### src/rtl/reaction_timer_n.sv
// Reaction-time game: random pre-stimulus delay, then the led lights and time_ms
// counts milliseconds until the player presses stop. Keeps the best score since reset.
module reaction_timer_n #(
  parameter int TICK_CYCLES     = 100000,
  parameter int TW              = 10,
  parameter int MAX_MS          = 1000,
  parameter int DELAY_MIN_MS    = 2000,
  parameter int DELAY_SPAN_LOG2 = 12
) (
  input  logic          clk,
  input  logic          rst,
  input  logic          start,
  input  logic          stop,
  input  logic          clear,
  output logic          led,
  output logic [TW-1:0] time_ms,
  output logic [TW-1:0] best_ms,
  output logic [2:0]    state_o,
  output logic          busy
);

  localparam int TCW = (TICK_CYCLES > 1) ? $clog2(TICK_CYCLES) : 1;
  localparam int DW  = $clog2(DELAY_MIN_MS + (1 << DELAY_SPAN_LOG2) + 1);

  typedef enum logic [2:0] {
    S_IDLE    = 3'd0,
    S_WAIT    = 3'd1,
    S_RUN     = 3'd2,
    S_DONE    = 3'd3,
    S_FAULT   = 3'd4,
    S_TIMEOUT = 3'd5
  } state_t;

  state_t          state, state_nx;
  logic            led_nx, busy_nx;
  logic [15:0]     lfsr;
  logic [TCW-1:0]  tick_cnt;
  logic [DW-1:0]   delay_cnt;
  logic            tick, wait_done, run_timeout, enter_timed;

  assign tick        = (tick_cnt == TCW'(TICK_CYCLES - 1));
  assign wait_done   = tick && (delay_cnt <= DW'(1));
  assign run_timeout = tick && (time_ms == TW'(MAX_MS - 1));
  assign enter_timed = (state_nx != state) && (state_nx == S_WAIT || state_nx == S_RUN);
  assign state_o     = state;

  always_ff @(posedge clk or negedge rst) begin
    if (!rst) begin
      state <= S_IDLE;
      led   <= 1'b0;
      busy  <= 1'b0;
    end else begin
      state <= state_nx;
      led   <= led_nx;
      busy  <= busy_nx;
    end
  end

  // Priority clear > stop > start; a timeout tick beats a coincident stop.
  always_comb begin
    state_nx = state;
    if (clear) begin
      state_nx = S_IDLE;
    end else begin
      case (state)
        S_IDLE, S_DONE, S_FAULT, S_TIMEOUT: if (start) state_nx = S_WAIT;
        S_WAIT: begin
          if (stop)           state_nx = S_FAULT;
          else if (wait_done) state_nx = S_RUN;
        end
        S_RUN: begin
          if (run_timeout) state_nx = S_TIMEOUT;
          else if (stop)   state_nx = S_DONE;
        end
        default: state_nx = S_IDLE;
      endcase
    end
  end

  always_comb begin
    led_nx  = (state_nx == S_RUN);
    busy_nx = (state_nx == S_WAIT) || (state_nx == S_RUN);
  end

  // Taps 16,14,13,11 in shift-right form; a nonzero seed never reaches zero.
  always_ff @(posedge clk or negedge rst) begin
    if (!rst) lfsr <= 16'hACE1;
    else      lfsr <= {lfsr[0] ^ lfsr[2] ^ lfsr[3] ^ lfsr[5], lfsr[15:1]};
  end

  always_ff @(posedge clk or negedge rst) begin
    if (!rst)                                                  tick_cnt <= '0;
    else if (enter_timed || !(state_nx == S_WAIT || state_nx == S_RUN)) tick_cnt <= '0;
    else if (tick)                                             tick_cnt <= '0;
    else                                                       tick_cnt <= tick_cnt + TCW'(1);
  end

  always_ff @(posedge clk or negedge rst) begin
    if (!rst)
      delay_cnt <= '0;
    else if (state_nx == S_WAIT && state != S_WAIT)
      delay_cnt <= DW'(DELAY_MIN_MS) + DW'(lfsr[DELAY_SPAN_LOG2-1:0]);
    else if (state_nx != S_WAIT)
      delay_cnt <= '0;
    else if (tick)
      delay_cnt <= delay_cnt - DW'(1);
  end

  always_ff @(posedge clk or negedge rst) begin
    if (!rst) begin
      time_ms <= '0;
      best_ms <= '1;
    end else if (clear) begin
      time_ms <= '0;
    end else if (state == S_RUN) begin
      if (run_timeout) begin
        time_ms <= TW'(MAX_MS);
      end else if (stop) begin
        if (time_ms < best_ms) best_ms <= time_ms;
      end else if (tick) begin
        time_ms <= time_ms + TW'(1);
      end
    end else if (state != S_WAIT && start) begin
      time_ms <= '0;
    end
  end

endmodule

### config.mk
export PLATFORM = sky130hd
export DESIGN_NAME = reaction_timer_n
export DESIGN_NICKNAME = d
export VERILOG_FILES = /design/src/rtl/reaction_timer_n.sv
export SDC_FILE = /design/constraint.sdc
export NUM_CORES = 1
export LEC_CHECK = 0
export CAP_MARGIN = 5
export CELL_PAD_IN_SITES_DETAIL_PLACEMENT = 1
export CELL_PAD_IN_SITES_GLOBAL_PLACEMENT = 1
export CORE_UTILIZATION = 25
export CTS_BUF_LIST = sky130_fd_sc_hd__clkbuf_8
export CTS_CLUSTER_SIZE = 8
export DETAILED_ROUTE_END_ITERATION = 8
export PLACE_DENSITY = 0.5
export SLEW_MARGIN = 20
export SYNTH_ARGS = -nofsm -noshare
export SYNTH_HDL_FRONTEND = slang
export SYNTH_SLANG_ARGS = --single-unit
### constraint.sdc
create_clock -name clk -period 2.21 [get_ports clk]
set_input_delay 0.442 -clock clk [delete_from_list [all_inputs] [get_ports clk]]
set_output_delay 0.442 -clock clk [all_outputs]
set_load 0.005 [all_outputs]
==> results.json <==
{
  "worstMarginPinSlew_ps": 520,
  "required_ps": 2470,
  "grt_usage": 0.148,
  "slew_headroom": 0.644,
  "yosysTopAreaCell": "dfrtp_1",
  "insertion_delay_ps": 380,
  "synth.distinct_cells": 62,
  "cts_hold_buf": 0,
  "dieWidth_um": 126,
  "drt_first_iter_violations": 117,
  "placedCellCount": 645,
  "cts_tree": "done",
  "placedInstanceArea_um2": 4880,
  "io_buffers": 29,
  "ys_seq_area_frac": 0.466,
  "max_freq_mhz": 442,
  "grtUsageMet2": 0.259,
  "via_per_inst": 4.89,
  "ioPinCount": 30,
  "firstDrtPassIters": 4,
  "critPathCapture": "tick_cnt[5]",
  "stdcell_count": 677,
  "setup_slack_ps": -54.8,
  "final_antenna_net_count": 0,
  "cts_root_buf": "clkbuf_8",
  "n_antenna_cell": 0,
  "critPathMaxFanout": 8,
  "finalWirelength_um": 11600,
  "syn_nets": 395,
  "synth_edf_count": 0,
  "grt_max_degree": 72,
  "coreArea_um2": 15100,
  "fin_crit_ps": 2260,
  "final-hold-violation-count": 0,
  "cts.sink_count": 71,
  "yosysTopAreaCellShare": 0.343,
  "cp_slowest_stage_delay_ps": 450,
  "synth-seq-cells": 71,
  "cts_buffer_depth": 2,
  "top_usage_layer": "met2",
  "multi_input_area_um2": 2350,
  "synth_area_um2": 3860,
  "drc": 0,
  "num_vias": 3313,
  "critPathKind": "flop to flop",
  "worst-r2r-setup-slack_ps": -50,
  "skew_ps": 10.4,
  "synthTopCellsByCount": "dfrtp_1, nor2_1, nand2_1, xnor2_1",
  "grt_pass1_wl_um": 18200,
  "h-tree-depth": 3,
  "antenna_found_initial": 0,
  "area_growth_pct": 47.6,
  "grt.met3_usage": 0.0321,
  "grt_pass1_vias": 3490,
  "max_cap_violations": 0,
  "setup_viol": 23,
  "holdWs_ps": 56.2,
  "routedWlPerCell_um": 17.1,
  "path_clk_slew_ps": 90,
  "dieArea_um2": 16000,
  "timing.rr.start": "delay_cnt[6]",
  "p_total_uw": 2840,
  "ir_worst_vdd_v": 0.000260,
  "die_y_um": 126,
  "yosysWarnings": 0,
  "synth-main-ff-cell": "dfrtp_1",
  "critical_path.cell_chain": "nor4_1 -> o2111ai_2 -> o21ai_4 -> o21ai_4 -> a311oi_4 -> buf_6 -> clkbuf_16 -> nor4_2",
  "crit_path_frequent_cell": "o21ai_4",
  "syn_avg_cell_area_um2": 10.3,
  "rsz0062_at_grt": "yes",
  "synth_cells": 376,
  "slowest_stage": "nor4_1",
  "crit_path_end_kind": "flop",
  "design_area_um2": 5700,
  "status": "finished, violations left",
  "overflow": 0,
  "r2r-end": "tick_cnt[5]",
  "regArea_um2": 1800,
  "cts_made_buffers": 9,
  "nNetsFinal": 503,
  "synth.most_common_cell": "dfrtp_1",
  "async_reset_ff_frac": 1.00,
  "dp_hpwl_um": 7800,
  "start_util": 0.255,
  "final.fill_count": 1632,
  "reg2regPathDepth": 8,
  "hp-class": "primary input to async pin",
  "worstPathArrival_ps": 2520,
  "finalWeightedCongestion": 0.749,
  "drive_gt1_frac": 0.399,
  "drv_slew": 0,
  "cellLeakagePower_uw": 0.00230,
  "met1_usage": 0.178,
  "startpoint": "delay_cnt[6]",
  "violations": "setup timing",
  "cp-start-kind": "flop",
  "finalCritPeriodShare": 1.02,
  "ys_top_cells_by_area": "dfrtp_1, dfstp_2, ha_1",
  "fp-row-count": 45,
  "p_per_area_nw_per_um2": 498
}
## cell families after synthesis
kind of cell	Yosys count	synth area share
AOI/OAI and AO/OA	67	0.132
xor gates and xnor gates	35	0.0794
adders and majority gates	14	0.0454
buffers and inverters	29	0.0340
DFF	71	0.466
muxes	10	0.0292
and+or+nand+nor	150	0.215
## placed cells by master, fill, tap and decap left out, types with 11 or more instances in the layout
cell type	count
ha_1	11
clkdlybuf4s50_1	28
xnor2_1	19
nand2_1	21
dfstp_2	18
dfrtp_1	50
nor2_1	33
buf_4	67
inv_1	14
xor2_1	16
nand3_1	13
## sequential cells by signal, indices dropped and copies added (netlist names)
register   flops
delay_cnt     13
best_ms       10
led            1
time_ms       10
tick_cnt      17
busy           1
state_o        3
lfsr          16
## worst min-delay path by stage
stage | endpoint | cells after the start | slack (ps) | start
6_report | time_ms[1] | 2 | 60 | rst
3_5_place_dp | lfsr[13] | 0 | 340 | lfsr[14]
3_3_place_gp | lfsr[11] | 0 | 340 | lfsr[12]
5_1_grt | time_ms[1] | 2 | 90 | rst
2_1_floorplan | busy | 0 | 150 | rst
4_1_cts | time_ms[7] | 2 | 90 | rst
## report_power, final
group | total (uW) | leakage (uW) | switching, uW | internal, uW
Combinational | 381 | 0.00129 | 211 | 169
Clock | 1130 | 0.000100 | 594 | 533
Sequential | 1330 | 0.000914 | 17.5 | 1320
Total | 2840 | 0.00230 | 823 | 2020
## timing repair
item / 4_1_cts / 5_1_grt
endpoints found under the setup margin: 42 / 52
cloned: 1 / 3
resized for setup: 16 / 80
pin swaps: 5 / 22
setup buffers: 2 / 10
## critical path: cells and delay by family (launching register included)
family	cells	cell delay, ps
buf+inv	2	350
simple gates	2	500
flops	1	420
compound gates	4	870
## through the flow
stage          TNS [ps]  worst slack, ps  utilization
4_1_cts           -1240            -78.5        0.341
2_1_floorplan         0             7.76            -
6_report           -539            -54.8        0.376
3_5_place_dp      -8460             -320        0.323
5_1_grt           -5330             -227        0.376
3_3_place_gp      -4880             -225        0.323
## per-layer routing
| layer | vias up | wire, um | part of all wire |
|---|---|---|---|
| met1 | 1671 | 5100 | 0.44 |
| met5 | - | 0 | 0 |
| met3 | 14 | 321 | 0.028 |
| met4 | 0 | 162 | 0.014 |
| met2 | 48 | 6000 | 0.52 |
| li1 | 1580 | - | - |
## area by class of cell
class,instances,area share
tap,188,0.0413
timing repair buffer,111,0.184
inverter,15,0.00987
clock buffer,9,0.0217
clock inverter,7,0.0143
multi-input combinational,276,0.412
sequential,71,0.316
No activity file was read; power rests on OpenSTA's default activity.
